File: config.mk
export PLATFORM = sky130hd
export DESIGN_NAME = saturating_subtract_pipe
export DESIGN_NICKNAME = d
export VERILOG_FILES = /design/src/rtl/sat_arith_pkg.sv /design/src/rtl/sat_sub_clamp.sv /design/src/rtl/saturating_subtract_pipe.sv
export SDC_FILE = /design/constraint.sdc
export NUM_CORES = 1
export LEC_CHECK = 0
export ABC_AREA = 1
export CAP_MARGIN = 25
export CORE_MARGIN = 10
export CORE_UTILIZATION = 45
export CTS_CLUSTER_DIAMETER = 30
export DETAILED_ROUTE_END_ITERATION = 8
export PLACE_DENSITY = 0.71
export SLEW_MARGIN = 20
export SYNTH_ARGS = -nofsm -noshare
export SYNTH_HDL_FRONTEND = slang
export SYNTH_HIERARCHICAL = 1
export SYNTH_SLANG_ARGS = --single-unit
export TNS_END_PERCENT = 30
File: constraint.sdc
create_clock -name clk -period 2.35 [get_ports clk]
set_clock_uncertainty 0.1 [all_clocks]
set_input_delay 0.47 -clock clk [delete_from_list [all_inputs] [get_ports clk]]
set_output_delay 0.47 -clock clk [all_outputs]
set_load 0.02 [all_outputs]
File: src/rtl/sat_arith_pkg.sv
// Shared definitions for the saturating subtract datapath.
//   - sat_mode_e  : operand interpretation (unsigned / signed two's complement)
//   - sat_flags_t : saturation flag bundle {po, no, uf}
//   - sat_p_max / sat_n_max / sat_zero : clamp values for a given width,
//     returned at SAT_MAX_WIDTH bits; callers cast to their own width.
package sat_arith_pkg;

    localparam int SAT_MAX_WIDTH = 64;

    typedef enum logic {
        SAT_MODE_UNSIGNED = 1'b0,
        SAT_MODE_SIGNED   = 1'b1
    } sat_mode_e;

    typedef struct packed {
        logic po;   // signed positive overflow, clamped to P_MAX
        logic no;   // signed negative overflow, clamped to N_MAX
        logic uf;   // unsigned borrow, clamped to zero
    } sat_flags_t;

    // Largest positive signed value: {0, 1..1}
    function automatic logic [SAT_MAX_WIDTH-1:0] sat_p_max(input int unsigned width);
        return (SAT_MAX_WIDTH'(1) << (width - 1)) - SAT_MAX_WIDTH'(1);
    endfunction

    // Most negative signed value: {1, 0..0}
    function automatic logic [SAT_MAX_WIDTH-1:0] sat_n_max(input int unsigned width);
        return SAT_MAX_WIDTH'(1) << (width - 1);
    endfunction

    function automatic logic [SAT_MAX_WIDTH-1:0] sat_zero(input int unsigned width);
        return (width == 0) ? '0 : '0;
    endfunction

endpackage

File: src/rtl/sat_sub_clamp.sv
// Combinational clamp stage for a saturating subtract R = A - B.
// Works only from the wrapped difference and the operand sign bits, so the
// upstream stage does not need to carry the full operands.
// Ports:
//   diff    in   WIDTH  wrapped difference A - B
//   a_msb   in   1      sign bit of A
//   b_msb   in   1      sign bit of B
//   mode    in   1      sat_mode_e, signed or unsigned interpretation
//   result  out  WIDTH  clamped difference
//   flags   out  3      {po, no, uf}; only the active mode's flags can be set
module sat_sub_clamp
    import sat_arith_pkg::*;
#(
    parameter int WIDTH = 32
) (
    input  logic [WIDTH-1:0] diff,
    input  logic             a_msb,
    input  logic             b_msb,
    input  sat_mode_e        mode,
    output logic [WIDTH-1:0] result,
    output sat_flags_t       flags
);

    localparam logic [WIDTH-1:0] P_MAX = WIDTH'(sat_p_max(WIDTH));
    localparam logic [WIDTH-1:0] N_MAX = WIDTH'(sat_n_max(WIDTH));
    localparam logic [WIDTH-1:0] ZERO  = WIDTH'(sat_zero(WIDTH));

    logic d_msb;
    logic po;
    logic no;
    logic uf;

    assign d_msb = diff[WIDTH-1];

    // Signed overflow: operands of opposite sign and the result sign disagrees with A.
    assign po = (mode == SAT_MODE_SIGNED) &  !a_msb &  b_msb &  d_msb;
    assign no = (mode == SAT_MODE_SIGNED) &   a_msb & !b_msb & !d_msb;

    // Borrow out of the MSB column: either 0-1 there, or equal MSBs with a
    // borrow coming in, and that incoming borrow is exactly what D[MSB] shows.
    assign uf = (mode == SAT_MODE_UNSIGNED) &
                ((!a_msb & b_msb) | (!(a_msb ^ b_msb) & d_msb));

    // NOTE: every signal written in always_comb gets a default first, so no
    // path through the block can leave it unassigned and infer a latch.
    always_comb begin
        result = diff;
        if (po) begin
            result = P_MAX;
        end else if (no) begin
            result = N_MAX;
        end else if (uf) begin
            result = ZERO;
        end
    end

    assign flags = '{po: po, no: no, uf: uf};

endmodule

File: src/rtl/saturating_subtract_pipe.sv
// Two-stage pipelined saturating subtractor R = A - B with valid/ready on
// both sides, sticky saturation status and a saturating event counter.
//   S1: wrapped difference, operand sign bits and mode.
//   S2: clamped result and saturation flags (drives the out_* payload).
// Ports:
//   clk, rst_n                 clock, synchronous active-low reset
//   in_valid/in_ready          operand handshake
//   in_signed, in_a, in_b      mode (1 = signed), minuend, subtrahend
//   out_valid/out_ready        result handshake
//   out_result                 clamped difference
//   out_po, out_no, out_uf     saturation flags of the presented result
//   clear_sticky               clears sticky_sat and sat_count
//   sticky_sat                 set by any saturated result that transfers out
//   sat_count                  saturated transfers seen, holds at all-ones
module saturating_subtract_pipe
    import sat_arith_pkg::*;
#(
    parameter int WIDTH     = 32,
    parameter int CNT_WIDTH = 8
) (
    input  logic                 clk,
    input  logic                 rst_n,
    input  logic                 in_valid,
    output logic                 in_ready,
    input  logic                 in_signed,
    input  logic [WIDTH-1:0]     in_a,
    input  logic [WIDTH-1:0]     in_b,
    output logic                 out_valid,
    input  logic                 out_ready,
    output logic [WIDTH-1:0]     out_result,
    output logic                 out_po,
    output logic                 out_no,
    output logic                 out_uf,
    input  logic                 clear_sticky,
    output logic                 sticky_sat,
    output logic [CNT_WIDTH-1:0] sat_count
);

    // Stage 1 registers
    logic             s1_valid;
    logic [WIDTH-1:0] s1_diff;
    logic             s1_a_msb;
    logic             s1_b_msb;
    sat_mode_e        s1_mode;

    // Stage 2 registers
    logic             s2_valid;
    logic [WIDTH-1:0] s2_result;
    sat_flags_t       s2_flags;

    // Clamp stage outputs
    logic [WIDTH-1:0] clamp_result;
    sat_flags_t       clamp_flags;

    logic s1_adv;
    logic s2_adv;
    logic sat_evt;

    // A stage may load when it is empty or its contents move on this cycle.
    assign s2_adv   = !s2_valid | out_ready;
    assign s1_adv   = !s1_valid | s2_adv;
    assign in_ready = s1_adv;

    // NOTE: sequential state uses non-blocking assignments so every register
    // samples the pre-edge values and stage order in the source is irrelevant.
    always_ff @(posedge clk) begin
        if (!rst_n) begin
            s1_valid <= 1'b0;
            s1_diff  <= '0;
            s1_a_msb <= 1'b0;
            s1_b_msb <= 1'b0;
            s1_mode  <= SAT_MODE_UNSIGNED;
        end else if (s1_adv) begin
            s1_valid <= in_valid;
            if (in_valid) begin
                s1_diff  <= in_a - in_b;
                s1_a_msb <= in_a[WIDTH-1];
                s1_b_msb <= in_b[WIDTH-1];
                s1_mode  <= sat_mode_e'(in_signed);
            end
        end
    end

    sat_sub_clamp #(
        .WIDTH (WIDTH)
    ) u_clamp (
        .diff   (s1_diff),
        .a_msb  (s1_a_msb),
        .b_msb  (s1_b_msb),
        .mode   (s1_mode),
        .result (clamp_result),
        .flags  (clamp_flags)
    );

    // NOTE: the payload registers are reset as well as the valids, because the
    // result and flag outputs must read zero after reset, not stale data.
    always_ff @(posedge clk) begin
        if (!rst_n) begin
            s2_valid  <= 1'b0;
            s2_result <= '0;
            s2_flags  <= '0;
        end else if (s2_adv) begin
            s2_valid <= s1_valid;
            if (s1_valid) begin
                s2_result <= clamp_result;
                s2_flags  <= clamp_flags;
            end
        end
    end

    assign out_valid  = s2_valid;
    assign out_result = s2_result;
    assign out_po     = s2_flags.po;
    assign out_no     = s2_flags.no;
    assign out_uf     = s2_flags.uf;

    assign sat_evt = out_valid & out_ready & (|s2_flags);

    // A saturation event in the same cycle as clear_sticky wins: the clear
    // drops history and the new event is recorded on top.
    always_ff @(posedge clk) begin
        if (!rst_n) begin
            sticky_sat <= 1'b0;
            sat_count  <= '0;
        end else begin
            sticky_sat <= sat_evt | (sticky_sat & !clear_sticky);
            if (clear_sticky) begin
                sat_count <= CNT_WIDTH'(sat_evt);
            end else if (sat_evt && (sat_count != '1)) begin
                sat_count <= sat_count + 1'b1;
            end
        end
    end

endmodule

==> impl_metrics.prom <==
# TYPE chip_impl_metric gauge
chip_impl_metric{name="num-fill-cells",unit=""} 1347
chip_impl_metric{name="initial_utilization",unit=""} 0.4628
chip_impl_metric{name="synth_enable_flop_cells",unit=""} 0
chip_impl_info{name="commonest_cells_after_routing_fill_and_taps_aside",value="sky130_fd_sc_hd__nand2_1 (274), sky130_fd_sc_hd__inv_1 (192), sky130_fd_sc_hd__nor2_1 (168)"} 1
chip_impl_metric{name="drt_drc_violations_left",unit=""} 0
chip_impl_metric{name="vias_per_cell",unit=""} 4.599
chip_impl_metric{name="fp.dieArea",unit="mm^2"} 0.01881
chip_impl_metric{name="wl_met2",unit="mm"} 6.867
chip_impl_metric{name="htreeDepth",unit=""} 3
chip_impl_metric{name="multi_input_area",unit="mm^2"} 0.003627
chip_impl_metric{name="fin_ws",unit="ns"} 0.1029
chip_impl_metric{name="layout.area.seq",unit="mm^2"} 0.001622
chip_impl_metric{name="finalPower",unit="mW"} 4.167
chip_impl_metric{name="yosysWarningCount",unit=""} 6
chip_impl_metric{name="synth_cell_types",unit=""} 41
chip_impl_metric{name="groute.usage.overall",unit=""} 0.1651
chip_impl_info{name="layout_commonest_cell",value="sky130_fd_sc_hd__nand2_1"} 1
chip_impl_metric{name="ant_nets",unit=""} 0
chip_impl_metric{name="cts.sinks",unit=""} 81
chip_impl_metric{name="timing.setup.tns",unit="ns"} 0
chip_impl_metric{name="first_iter_violations",unit=""} 339
chip_impl_metric{name="power.leakage",unit="nW"} 4.473
chip_impl_metric{name="areaGrowthSynthToFinish",unit="%"} 31.36
chip_impl_info{name="maxUsedRoutingLayer",value="met4"} 1
chip_impl_metric{name="slew_violations",unit=""} 0
chip_impl_metric{name="timing.critical_path.arrival",unit="ns"} 2.38
chip_impl_info{name="rsz0062_at_grt",value="yes"} 1
chip_impl_metric{name="floorplan.rows",unit=""} 42
chip_impl_info{name="timing.critical_path.to_type",value="flip-flop"} 1
chip_impl_metric{name="synth-async-reset-ratio",unit=""} 0
chip_impl_metric{name="timing.final.setup_violations",unit=""} 0
chip_impl_metric{name="placeableCoreArea",unit="mm^2"} 0.01335
chip_impl_info{name="worst_hold_path_type",value="reg -> reg"} 1
chip_impl_metric{name="grt_max_degree",unit=""} 58
chip_impl_metric{name="die_x",unit="um"} 137.2
chip_impl_metric{name="crit_required",unit="ns"} 2.48
chip_impl_metric{name="synthesis.instances",unit=""} 1026
chip_impl_metric{name="synth_top_area_share",unit=""} 0.2625
chip_impl_metric{name="clkLatencyLatePin",unit="ns"} 0.33
chip_impl_metric{name="first_global_vias",unit=""} 5555
chip_impl_metric{name="grt_antenna_before_repair",unit=""} 0
chip_impl_metric{name="grt_residual_overflow",unit=""} 0
chip_impl_metric{name="synth-compound-area-share",unit=""} 0.09014
chip_impl_metric{name="share_of_final_layout_standard_cells_stronger_than_drive_strength_1",unit=""} 0.1261
chip_impl_metric{name="fin_crit_sh",unit=""} 0.9562
chip_impl_info{name="cp_cell_sequence",value="clkdlybuf4s50_1 > inv_1 > ha_1 > nand2_2 > inv_1 > nand2_1 > nand2_1 > a21oi_1 > nand2_1 > nand2_1 > nand2_1 > nand2_1 > nand3_1 > nand2_1 > inv_1"} 1
chip_impl_metric{name="wl_per_cell",unit="um"} 11.57
chip_impl_metric{name="post-route-util",unit=""} 0.6079
chip_impl_info{name="cts.root.buffer_cell",value="sky130_fd_sc_hd__clkbuf_16"} 1
chip_impl_metric{name="met1_length",unit="mm"} 7.733
chip_impl_metric{name="dp.final_hpwl",unit="mm"} 12.71
chip_impl_metric{name="path_clk_slew",unit="ns"} 0.06
chip_impl_metric{name="gp_congestion",unit=""} 0.9263
chip_impl_metric{name="ys_seq_area_frac",unit=""} 0.2625
chip_impl_info{name="cp_common_cell",value="sky130_fd_sc_hd__nand2_1"} 1
chip_impl_metric{name="routed-wl-met3",unit="um"} 862
chip_impl_metric{name="synth-seq-cells",unit=""} 81
chip_impl_metric{name="finish.instance_area",unit="mm^2"} 0.008114
chip_impl_metric{name="nNetsFinal",unit=""} 1282
chip_impl_info{name="synthFlopType",value="sky130_fd_sc_hd__dfxtp_1"} 1
chip_impl_info{name="setup.worst_path.start_class",value="primary input"} 1
chip_impl_metric{name="place_ws",unit="ns"} -0.2783
chip_impl_metric{name="average_cell_area_after_synthesis",unit="um^2"} 6.021
chip_impl_metric{name="post_synth_instance_area",unit="mm^2"} 0.006177
chip_impl_metric{name="max-slew-margin-rel",unit=""} 0.6831
chip_impl_metric{name="placed_cell_area",unit="mm^2"} 0.007806
chip_impl_metric{name="cts_setup_buffers",unit=""} 0
chip_impl_metric{name="detail_route.wirelength",unit="mm"} 15.71
chip_impl_metric{name="antenna_cells",unit=""} 0
chip_impl_metric{name="route.vias.total",unit=""} 6246
chip_impl_info{name="combinational_family_with_the_most_area_after_synthesis",value="simple AND/OR/NAND/NOR gates"} 1
chip_impl_info{name="tritoncts",value="done"} 1
chip_impl_metric{name="post_synth_and_or_nand_nor_area_fraction",unit=""} 0.3970
chip_impl_metric{name="num_io_pins",unit=""} 116
chip_impl_info{name="worstSetupPathType",value="in -> reg"} 1
chip_impl_metric{name="min_period",unit="ns"} 2.247
chip_impl_metric{name="io_buffer_count",unit=""} 115
chip_impl_metric{name="synth_nets",unit=""} 1130
chip_impl_info{name="post-synth-top-area-cell",value="sky130_fd_sc_hd__dfxtp_1"} 1
chip_impl_metric{name="place.detailed.instances",unit=""} 1343
chip_impl_metric{name="floorplan.die.height",unit="um"} 137.2
chip_impl_metric{name="drtPass1Iterations",unit=""} 6
chip_impl_metric{name="cts-root-to-sink-buffers",unit=""} 2
chip_impl_info{name="cpMaxStageDelayCell",value="sky130_fd_sc_hd__clkdlybuf4s50_1"} 1
chip_impl_metric{name="powerDensity",unit="mW/mm^2"} 513.6
chip_impl_info{name="synth_area_leaders",value="sky130_fd_sc_hd__dfxtp_1 (26%), sky130_fd_sc_hd__nand2_1 (17%), sky130_fd_sc_hd__inv_1 (12%)"} 1
chip_impl_metric{name="yosys-mux-area-fraction",unit=""} 0
chip_impl_metric{name="maxClockFrequency",unit="GHz"} 0.4450
chip_impl_metric{name="synthAdderAreaFrac",unit=""} 0.07008
chip_impl_metric{name="maxCapViolCount",unit=""} 0
chip_impl_metric{name="crit_path_largest_cell_delay",unit="ns"} 0.45
chip_impl_metric{name="ir_drop",unit="V"} 0.0002803
chip_impl_metric{name="synth-xor-area-share",unit=""} 0.02269
chip_impl_metric{name="report.final.hold_viol_count",unit=""} 0
chip_impl_info{name="run_status",value="complete, no violations"} 1
chip_impl_metric{name="number_of_buffers_added_by_the_clock_tree_synthesis_step",unit=""} 9
chip_impl_metric{name="timing.critical_path.fanout_max",unit=""} 4
chip_impl_metric{name="fin_cells",unit=""} 1358
chip_impl_metric{name="tightest_slew",unit="ns"} 0.4750
chip_impl_metric{name="holdWs",unit="ns"} 0.3588
chip_impl_metric{name="grt_pass1_wl",unit="mm"} 25.76
-- critical path: cells and delay by family --
family,cells,cell delay (ns)
AO/OA/AOI/OAI,1,0.12
adder cells (fa/ha/maj),1,0.33
AND/OR/NAND/NOR,9,0.84
buffers and inverters,4,0.62
-- what timing repair did --
item                                    in CTS  in global routing
endpoints found under the setup margin       0                 13
gates resized for setup                      0                 14
hold buffers                                 0                  0
-- layout make-up --
class	instances	share of cell area
clock buffer	11	0.02992
clock inverter	4	0.002467
inverter	198	0.09160
multi-input combinational	713	0.4470
sequential	81	0.1998
tap	176	0.02714
timing repair buffer	175	0.2020
-- registers in the layout, summed over array words and instances (netlist names) --
signal      cells
out_no          1
s1_valid        1
out_uf          1
s1_diff        32
s1_a_msb        1
s1_b_msb        1
sat_count       8
s1_mode         1
out_po          1
out_result     32
out_valid       1
sticky_sat      1
-- layer usage --
layer | global-route usage | vias up
met2 | 0.2575 | 132
met1 | 0.2243 | 2681
met5 | 0 | -
met3 | 0.03079 | 15
met4 | 0.05269 | 0
li1 | - | 3418
-- cell usage after synthesis, types with 7 or more instances --
master / instances
sky130_fd_sc_hd__clkbuf_1: 7
sky130_fd_sc_hd__xor2_1: 14
sky130_fd_sc_hd__o21ai_0: 50
sky130_fd_sc_hd__nor2_1: 170
sky130_fd_sc_hd__o21ai_1: 7
sky130_fd_sc_hd__nand2_1: 275
sky130_fd_sc_hd__inv_1: 193
sky130_fd_sc_hd__dfxtp_1: 81
sky130_fd_sc_hd__buf_6: 7
sky130_fd_sc_hd__nand3_2: 25
sky130_fd_sc_hd__nand3_1: 52
sky130_fd_sc_hd__buf_2: 12
sky130_fd_sc_hd__ha_1: 33
sky130_fd_sc_hd__a21oi_1: 34
sky130_fd_sc_hd__nand2_2: 16
-- cells by family after synthesis --
group | after synthesis
fa+ha+maj | 34
xor+xnor | 16
buf+inv | 232
simple gates | 559
compound gates | 104
flops | 81
-- power breakdown --
group	total, mW	switching (mW)	internal (mW)
sequential	1.55	0.0680	1.48
combinational	1.38	0.760	0.624
clock	1.23	0.506	0.729
total	4.17	1.33	2.83
-- path summary, 6_finish.rpt --
kind              start        endpoint  slack, ns  cells after the start
min          sticky_sat      sticky_sat       0.36                      2
min reg2reg  sticky_sat      sticky_sat       0.36                      2
max             in_b[6]     s1_diff[19]       0.10                     15
max reg2reg    s1_a_msb  out_result[28]       0.47                      9
Power figures use the tool's default switching activity.
